===== config.mk =====
export PLATFORM = sky130hd
export DESIGN_NAME = rwl_pulse_ctrl
export DESIGN_NICKNAME = d
export VERILOG_FILES = /design/src/rtl/rwl_ctrl_pkg.sv /design/src/rtl/rwl_onehot_dec.sv /design/src/rtl/rwl_pulse_ctrl.sv
export SDC_FILE = /design/constraint.sdc
export NUM_CORES = 1
export LEC_CHECK = 0
export BUFFER_PORTS_ARGS = -buffer_cell sky130_fd_sc_hd__buf_4
export CORE_ASPECT_RATIO = 0.7
export CORE_MARGIN = 2
export CORE_UTILIZATION = 54
export DETAILED_ROUTE_END_ITERATION = 16
export PLACE_DENSITY_LB_ADDON = 0.2
export RECOVER_POWER = 100
export REMOVE_ABC_BUFFERS = 1
export SYNTH_ARGS = -nofsm -noshare
export SYNTH_HDL_FRONTEND = slang
export SYNTH_SLANG_ARGS = --single-unit

===== constraint.sdc =====
create_clock -name clk -period 2.1 [get_ports clk]
set_input_delay 0.315 -clock clk [delete_from_list [all_inputs] [get_ports clk]]
set_output_delay 0.315 -clock clk [all_outputs]
set_load 0.01 [all_outputs]

===== src/rtl/rwl_ctrl_pkg.sv =====
// rwl_ctrl_pkg: shared state encoding and default geometry/timing for the read-wordline sequencer.
package rwl_ctrl_pkg;
   typedef enum logic [2:0] {IDLE, PRECH, WL_ON, SENSE, DONE} rwl_state_t;
   localparam int RWL_ROWS      = 256;
   localparam int RWL_ADDR_W    = 8;
   localparam int RWL_PRE_CYC   = 2;
   localparam int RWL_WL_CYC    = 3;
   localparam int RWL_SENSE_CYC = 1;
   localparam int RWL_CNT_W     = 4;
endpackage


===== src/rtl/rwl_onehot_dec.sv =====
// rwl_onehot_dec: ADDR_W-to-ROWS one-hot decoder; all-zero when disabled or address out of range.
module rwl_onehot_dec
   import rwl_ctrl_pkg::*;
#(
   parameter int ROWS   = RWL_ROWS,
   parameter int ADDR_W = RWL_ADDR_W
) (
   input  logic              en,
   input  logic [ADDR_W-1:0] addr,
   output logic [ROWS-1:0]   oh
);
   for (genvar i = 0; i < ROWS; i++) begin : g_row
      assign oh[i] = en && (addr == ADDR_W'(i));
   end
endmodule


===== src/rtl/rwl_pulse_ctrl.sv =====
// rwl_pulse_ctrl: per-request precharge, one-hot wordline pulse and sense-enable sequencer
// with REQ/ACK handshake; every output is a flop.
module rwl_pulse_ctrl
   import rwl_ctrl_pkg::*;
#(
   parameter int ROWS      = RWL_ROWS,
   parameter int ADDR_W    = RWL_ADDR_W,
   parameter int PRE_CYC   = RWL_PRE_CYC,
   parameter int WL_CYC    = RWL_WL_CYC,
   parameter int SENSE_CYC = RWL_SENSE_CYC,
   parameter int CNT_W     = RWL_CNT_W
) (
   input  logic              clk,
   input  logic              rst,
   input  logic              req,
   input  logic [ADDR_W-1:0] addr,
   output logic [ROWS-1:0]   rwl,
   output logic              pre,
   output logic              sae,
   output logic              busy,
   output logic              ack,
   output logic              err
);
   localparam logic [CNT_W-1:0] PRE_LD   = CNT_W'(PRE_CYC - 1);
   localparam logic [CNT_W-1:0] WL_LD    = CNT_W'(WL_CYC - 1);
   localparam logic [CNT_W-1:0] SENSE_LD = CNT_W'(SENSE_CYC - 1);
   rwl_state_t        state;
   logic [CNT_W-1:0]  cnt;
   logic [ADDR_W-1:0] addr_q;
   logic              err_q;
   logic [ROWS-1:0]   dec;
   rwl_onehot_dec #(.ROWS(ROWS), .ADDR_W(ADDR_W)) u_dec (
      .en   (!err_q),
      .addr (addr_q),
      .oh   (dec)
   );
   // Each phase transition clears the previous phase's enable on the same edge it raises the next,
   // so PRE/RWL/SAE never overlap.
   always_ff @(posedge clk) begin
      if (rst) begin
         state  <= IDLE;
         cnt    <= '0;
         addr_q <= '0;
         err_q  <= 1'b0;
         rwl    <= '0;
         pre    <= 1'b0;
         sae    <= 1'b0;
         busy   <= 1'b0;
         ack    <= 1'b0;
         err    <= 1'b0;
      end else begin
         ack <= 1'b0;
         err <= 1'b0;
         case (state)
            IDLE: if (req) begin
               addr_q <= addr;
               err_q  <= int'(addr) >= ROWS;
               busy   <= 1'b1;
               pre    <= 1'b1;
               cnt    <= PRE_LD;
               state  <= PRECH;
            end
            PRECH: if (cnt == '0) begin
               pre   <= 1'b0;
               rwl   <= dec;
               cnt   <= WL_LD;
               state <= WL_ON;
            end else cnt <= cnt - 1'b1;
            WL_ON: if (cnt == '0) begin
               rwl   <= '0;
               sae   <= 1'b1;
               cnt   <= SENSE_LD;
               state <= SENSE;
            end else cnt <= cnt - 1'b1;
            SENSE: if (cnt == '0) begin
               sae   <= 1'b0;
               ack   <= 1'b1;
               err   <= err_q;
               state <= DONE;
            end else cnt <= cnt - 1'b1;
            DONE: begin
               busy  <= 1'b0;
               state <= IDLE;
            end
            default: begin
               rwl   <= '0;
               pre   <= 1'b0;
               sae   <= 1'b0;
               busy  <= 1'b0;
               state <= IDLE;
            end
         endcase
      end
   end
endmodule

# Yosys cells after proc, flatten, opt, wreduce, memory -nomap -nowiden
# Cells that the tools add are included.
dict set report op_classes {
  addsub 1
  n_eq_ne 264
  n_mux 20
  bitwise 5
  reduce_logical 16
}
# cell count
set ops {}
lappend ops {{== test 8 bit, second input constant} 128}
lappend ops {{case mux 256 bit (3 select lines)} 1}
lappend ops {{== test 8 x 7 -> 1 bit, second input constant} 64}
lappend ops {{two-way mux 256 bit} 2}
lappend ops {{== test 8 x 6 -> 1 bit, second input constant} 32}
lappend ops {{== test 8 x 5 -> 1 bit, second input constant} 16}
lappend ops {{== test 8 x 4 -> 1 bit, second input constant} 8}
lappend ops {{== test 8 x 3 -> 1 bit, second input constant} 4}
lappend ops {{== test 8 x 2 -> 1 bit, second input constant} 2}
lappend ops {{two-way mux 4 bit} 4}
lappend ops {{case mux 4 bit (4 select lines)} 1}
lappend ops {{two-way mux 3 bit} 4}
lappend ops {{case mux 3 bit (4 select lines)} 1}
lappend ops {{AND reduction 3 bit} 4}
lappend ops {{OR reduction 3 bit} 4}
lappend ops {{inequality test 2 bit, second input constant} 5}
lappend ops {{== test 8 x 1 -> 1 bit, second input constant} 1}
lappend ops {{zero test 8 bit} 1}
lappend ops {{== test 3 x 2 -> 1 bit, second input constant} 2}
lappend ops {{case mux 1 bit (3 select lines)} 2}
lappend ops {{inverter 1 bit} 5}
lappend ops {{zero test 4 bit} 1}
lappend ops {{two-way mux 1 bit} 4}
lappend ops {{AND reduction 2 bit} 2}
lappend ops {{other kinds (8)} 8}
dict set report word_totals {
  register_bits 275
  input_bits 11
  out_inout_bits 261
  elab_cells 314
}

# Logic depth before layout (Yosys ltp)
dict set report logic_depth {
  ltp_word 4
  depth_mapped 9
  ltp_nobuf 6
}

# Cells and area by module
# A second synthesis with hierarchy kept.
dict set report unflattened {
  hier_cells 1052
  hier_area_um2 10725.3
}
# module n_inst cells_per_inst area_each_um2 seq_area_each_um2
set modules_own_cells {}
lappend modules_own_cells {rwl_pulse_ctrl 1 679 8625.8 5505.3}
lappend modules_own_cells {rwl_onehot_dec 1 373 2099.5 0.0}

# Worst setup path before layout
# No wires, ideal clock.
dict set report synth_timing {
  path_kind {register -> register}
  from {register cnt[0]}
  to {register rwl[204]}
  t_arrival_ps 1581
  t_required_ps 1987
  slack_ps 406
  stages_incl_launch_ff 10
  n_path_buf 3
  period_less_slack_ps 1694
  cell_sequence {dfxtp_1 inv_1 ha_1 nor3b_2 a31o_2 buf_2 buf_2 buf_2 nand3_1 nand2_1}
}
dict set report synth_via {
  elab_chain_cells 3
}
# item line_no
set synth_rtl {}
lappend synth_rtl {{start: declaration} rwl_pulse_ctrl.sv:28} ;# logic [CNT_W-1:0] cnt;
lappend synth_rtl {{start signal: assignment} rwl_pulse_ctrl.sv:68} ;# end else cnt <= cnt - 1'b1;
lappend synth_rtl {{start signal: assignment} rwl_pulse_ctrl.sv:74} ;# end else cnt <= cnt - 1'b1;
lappend synth_rtl {{start signal: assignment} rwl_pulse_ctrl.sv:80} ;# end else cnt <= cnt - 1'b1;
lappend synth_rtl {{zero test 4 bit *} {rwl_pulse_ctrl.sv:63, rwl_pulse_ctrl.sv:69}}
lappend synth_rtl {{inequality test 2 bit (no source line)} -}
lappend synth_rtl {{AND reduction 3 bit (no source line) *} -}
lappend synth_rtl {{end signal: assignment} rwl_pulse_ctrl.sv:65} ;# rwl <= dec;
lappend synth_rtl {{end signal: assignment} rwl_pulse_ctrl.sv:70} ;# rwl <= '0;
lappend synth_rtl {{end signal: assignment} rwl_pulse_ctrl.sv:86} ;# rwl <= '0;
lappend synth_rtl {{end: declaration} rwl_pulse_ctrl.sv:17} ;# output logic [ROWS-1:0] rwl,
# Every way passes the cells marked *; elsewhere a longest branch is shown, timed or not.
# A chain may end at the register's enable or synchronous reset.

# Worst setup path in the final report
dict set report layout_timing {
  from {register cnt[0]}
  to {register rwl[50]}
}
# Same word-level chain as after synthesis.

==> results.toml <==
[final_layout]
register_area_um2 = 5510
post-route-util_pct = 66.4
multi_input_area_um2 = 5140
fin_nets = 1565
layout.cells.non_filler = 1847
syn2layout_area_growth_pct = 21.2
fillCellCount = 1884
drive_above_1_share_pct = 9.17
antenna_cells = 0

[clock_network]
cts-buffers-inserted = 26
clockBufferDepth = 3
clk_transition_reported_paths_ps = 60
clk_latency_ps = 530
htreeDepth = 1
cts_tree = "built"
root_buffer = "clkbuf_16"
clock-sinks = 275

[floorplan]
rows = 44
start_util_pct = 54.7
fp.dieW_um = 177
die_area_um2 = 22100
pin_count = 272
die_h_um = 125
core-area_um2 = 20600

[timing]
fin_crit_ps = 1970
hold_viol_final = 0
rsz0062_at_grt = "false"
finalCritPeriodShare_pct = 93.9
final_max_slew_viol_count = 0
skew_ps = 16.1
setup_violations = 0
fin_setup_tns_ps = 0
whs_ps = 36.1
relSlewSlack_pct = 55.1
fmax_mhz = 507
worstMarginPinSlew_ps = 669

[synth]
synth_top_family_by_area = "simple AND/OR/NAND/NOR gates"
synthAdderAreaFrac_pct = 0.111
synth_largest_area_cell = "dfxtp_1"
mappedNetlistArea_um2 = 11300
synth_compound_area_share_pct = 2.32
ys_ff_latch = 275
synth_xor_xnor_area_share_pct = 0
syn_avg_cell_area_um2 = 8.53
yosys.area.top_type_share_pct = 48.8
yosysSeqAreaShare_pct = 48.8
postSynthCellCount = 1322
synth_cell_types = 47
synthMuxAreaShare_pct = 0
synth_simple_gate_area_share_pct = 43.0
synth.top_cells.by_area = "dfxtp_1 (49%), nand3b_1 (17%), nand3_1 (11%), nand2_1 (9.0%), buf_2 (3.5%)"
synth_warnings = 0

[placed_design]
gp_congestion = 0.827
io_buffers = 270
dpl.cell_count = 1801
hpwlAfterDp_um = 22200

[detailed_routing]
num_vias = 10500
drcViolationCount = 0
wl_per_cell_um = 18.4
drt-vias-per-instance = 5.68
drtPass1Iterations = 5
ant_nets = 0
drtIter0Drc = 1045
wirelength_um = 34100

[setup_path]
worstPathRequired_ps = 2560
slowest_delay_ps = 390
cp-end-kind = "flip-flop"
critPathTopFamily = "buffers and inverters"
crit_buf_inv = 3
r2r_cells = 8
crit_slowest_cell = "dfxtp_1"
startpoint_type = "flip-flop"
crit_top_cell = "buf_12"
path_cells = "inv_1 -> ha_1 -> nor3b_4 -> a31oi_4 -> buf_12 -> buf_12 -> nand3b_1 -> nand2_1"
cp_max_fo = 42
worstSetupPathType = "flip-flop to flip-flop"
cp.arrival_ps = 2430
ff2ff_setup_slack_ps = 130
cp.depth = 8

[global_route]
grt_usage_pct = 30.0
antenna_found_initial = 0
grt_max_degree = 145
grt_pass1_wl_um = 53500
grt_pass1_vias = 9561
grt_overflow_total = 0

[pwr]
power.density_nw_per_um2 = 1050
peakVddDrop_mv = 0.697
finalPower_w = 0.0144
leakagePower_nw = 5.89

[min_path]
hold_path_class = "input port to flip-flop"
hold_depth = 3

[outcome]
run_status = "complete, no violations"

[flow_run]
cap_violations = 0
-- path summary, 6_finish.rpt --
path                    startpoint                     end
min                        addr[6]  addr_q[6]$_SDFFE_PP0P_
min reg2reg  rwl[241]$_SDFFE_PP0P_   rwl[241]$_SDFFE_PP0P_
max            cnt[0]$_SDFFE_PP0P_    rwl[50]$_SDFFE_PP0P_
max reg2reg    cnt[0]$_SDFFE_PP0P_    rwl[50]$_SDFFE_PP0P_
-- metrics by stage --
stage | instance area [um^2] | setup WS [ps]
finish | 13700 | 128
global route | 13700 | 20.8
CTS | 14700 | 87.0
detailed placement | 13800 | 117
global placement | 13800 | 202
floorplan | 10600 | -10070
-- logic make-up after synthesis --
kind of cell | after synthesis
other cells | 1
simple gates | 874
compound gates | 35
fa+ha+maj | 1
buf+inv | 136
flops | 275
-- tightest hold or removal path, cell delays in order --
cell and delay (ps):
buf_4 110, nand2_1 50, a21oi_1 50
-- synth_stat cells, drive strengths merged --
cell / number
clkbuf: 45
a211o: 1
nand4bb: 3
nand2: 270
conb: 1
nand2b: 7
nor4b: 2
a31o: 1
a21boi: 1
a21o: 1
o21a: 3
a2111oi: 1
a31oi: 1
or4b: 1
o21ai: 3
inv: 3
nand3b: 259
and4bb: 1
nor2: 44
o31a: 1
and3: 3
or3b: 5
nor4: 2
dfxtp: 275
nand3: 251
o31ai: 1
ha: 1
a211oi: 4
or3: 3
or2: 2
nand4b: 2
nor3: 15
o41ai: 6
a21oi: 11
nor2b: 3
nor3b: 1
buf: 88
-- flip-flops by register name, indices dropped and copies added (netlist names) --
name and flops:
state 3, sae 1, busy 1, rwl 256
pre 1, ack 1, cnt 4, addr_q 8
-- layout make-up --
type / instances / area share (%)
Multi-Input combinational cell: 911 / 37.7
Inverter: 3 / 0.0824
Clock inverter: 8 / 0.861
Tap cell: 276 / 2.53
Timing Repair Buffer: 336 / 12.8
Clock buffer: 38 / 5.76
Sequential cell: 275 / 40.3
-- power by group --
part	total (W)	switching, W	leakage, nW	internal (W)
Combinational	0.00398	0.00273	3.22	0.00125
Clock	0.00495	0.00199	0.446	0.00296
Sequential	0.00546	0.000152	2.22	0.00531
-- layout by cell type, fill, tap and decap left out, types with 2 or more instances in the layout --
cell | netlist | routed
nand2_1 | 270 | 270
buf_4 | 8 | 54
nor3_2 | 5 | 4
or3_4 | 2 | 2
nand4b_1 | 2 | 2
nor2_1 | 33 | 30
nand3b_1 | 259 | 259
clkinv_2 | 0 | 4
a21oi_1 | 11 | 11
bufinv_16 | 0 | 3
inv_1 | 3 | 3
and3_1 | 3 | 3
nand4bb_1 | 3 | 3
clkbuf_1 | 45 | 266
o41ai_1 | 3 | 6
nand3_1 | 251 | 251
nor2_4 | 4 | 4
clkbuf_16 | 0 | 27
o21a_1 | 3 | 3
a211oi_1 | 4 | 4
nor4b_1 | 2 | 2
nor3_4 | 3 | 4
buf_6 | 0 | 3
dfxtp_1 | 275 | 275
o21ai_0 | 3 | 3
or2_0 | 0 | 2
clkbuf_8 | 0 | 7
nor3_1 | 7 | 7
nor2b_1 | 3 | 3
nor2_2 | 7 | 10
or3b_1 | 4 | 4
nand2b_1 | 7 | 7
nor4_1 | 2 | 2
buf_12 | 0 | 16
-- what timing repair did --
action | CTS | global route
endpoints found under the setup margin | 0 | 25
hold buffers | 0 | 0
buffers inserted | 0 | 0
resized for setup | 0 | 1
-- metal layers --
metal  track usage [%]  vias to the layer above  share of wire [%]
met5                 0                        -                  0
met4              7.00                        0                2.0
met3              7.02                       54                9.5
met2              44.6                      473                 43
met1              43.9                     4986                 45
li1                  -                     4972                  -
Note: power is estimated with default switching activity, not from simulation.
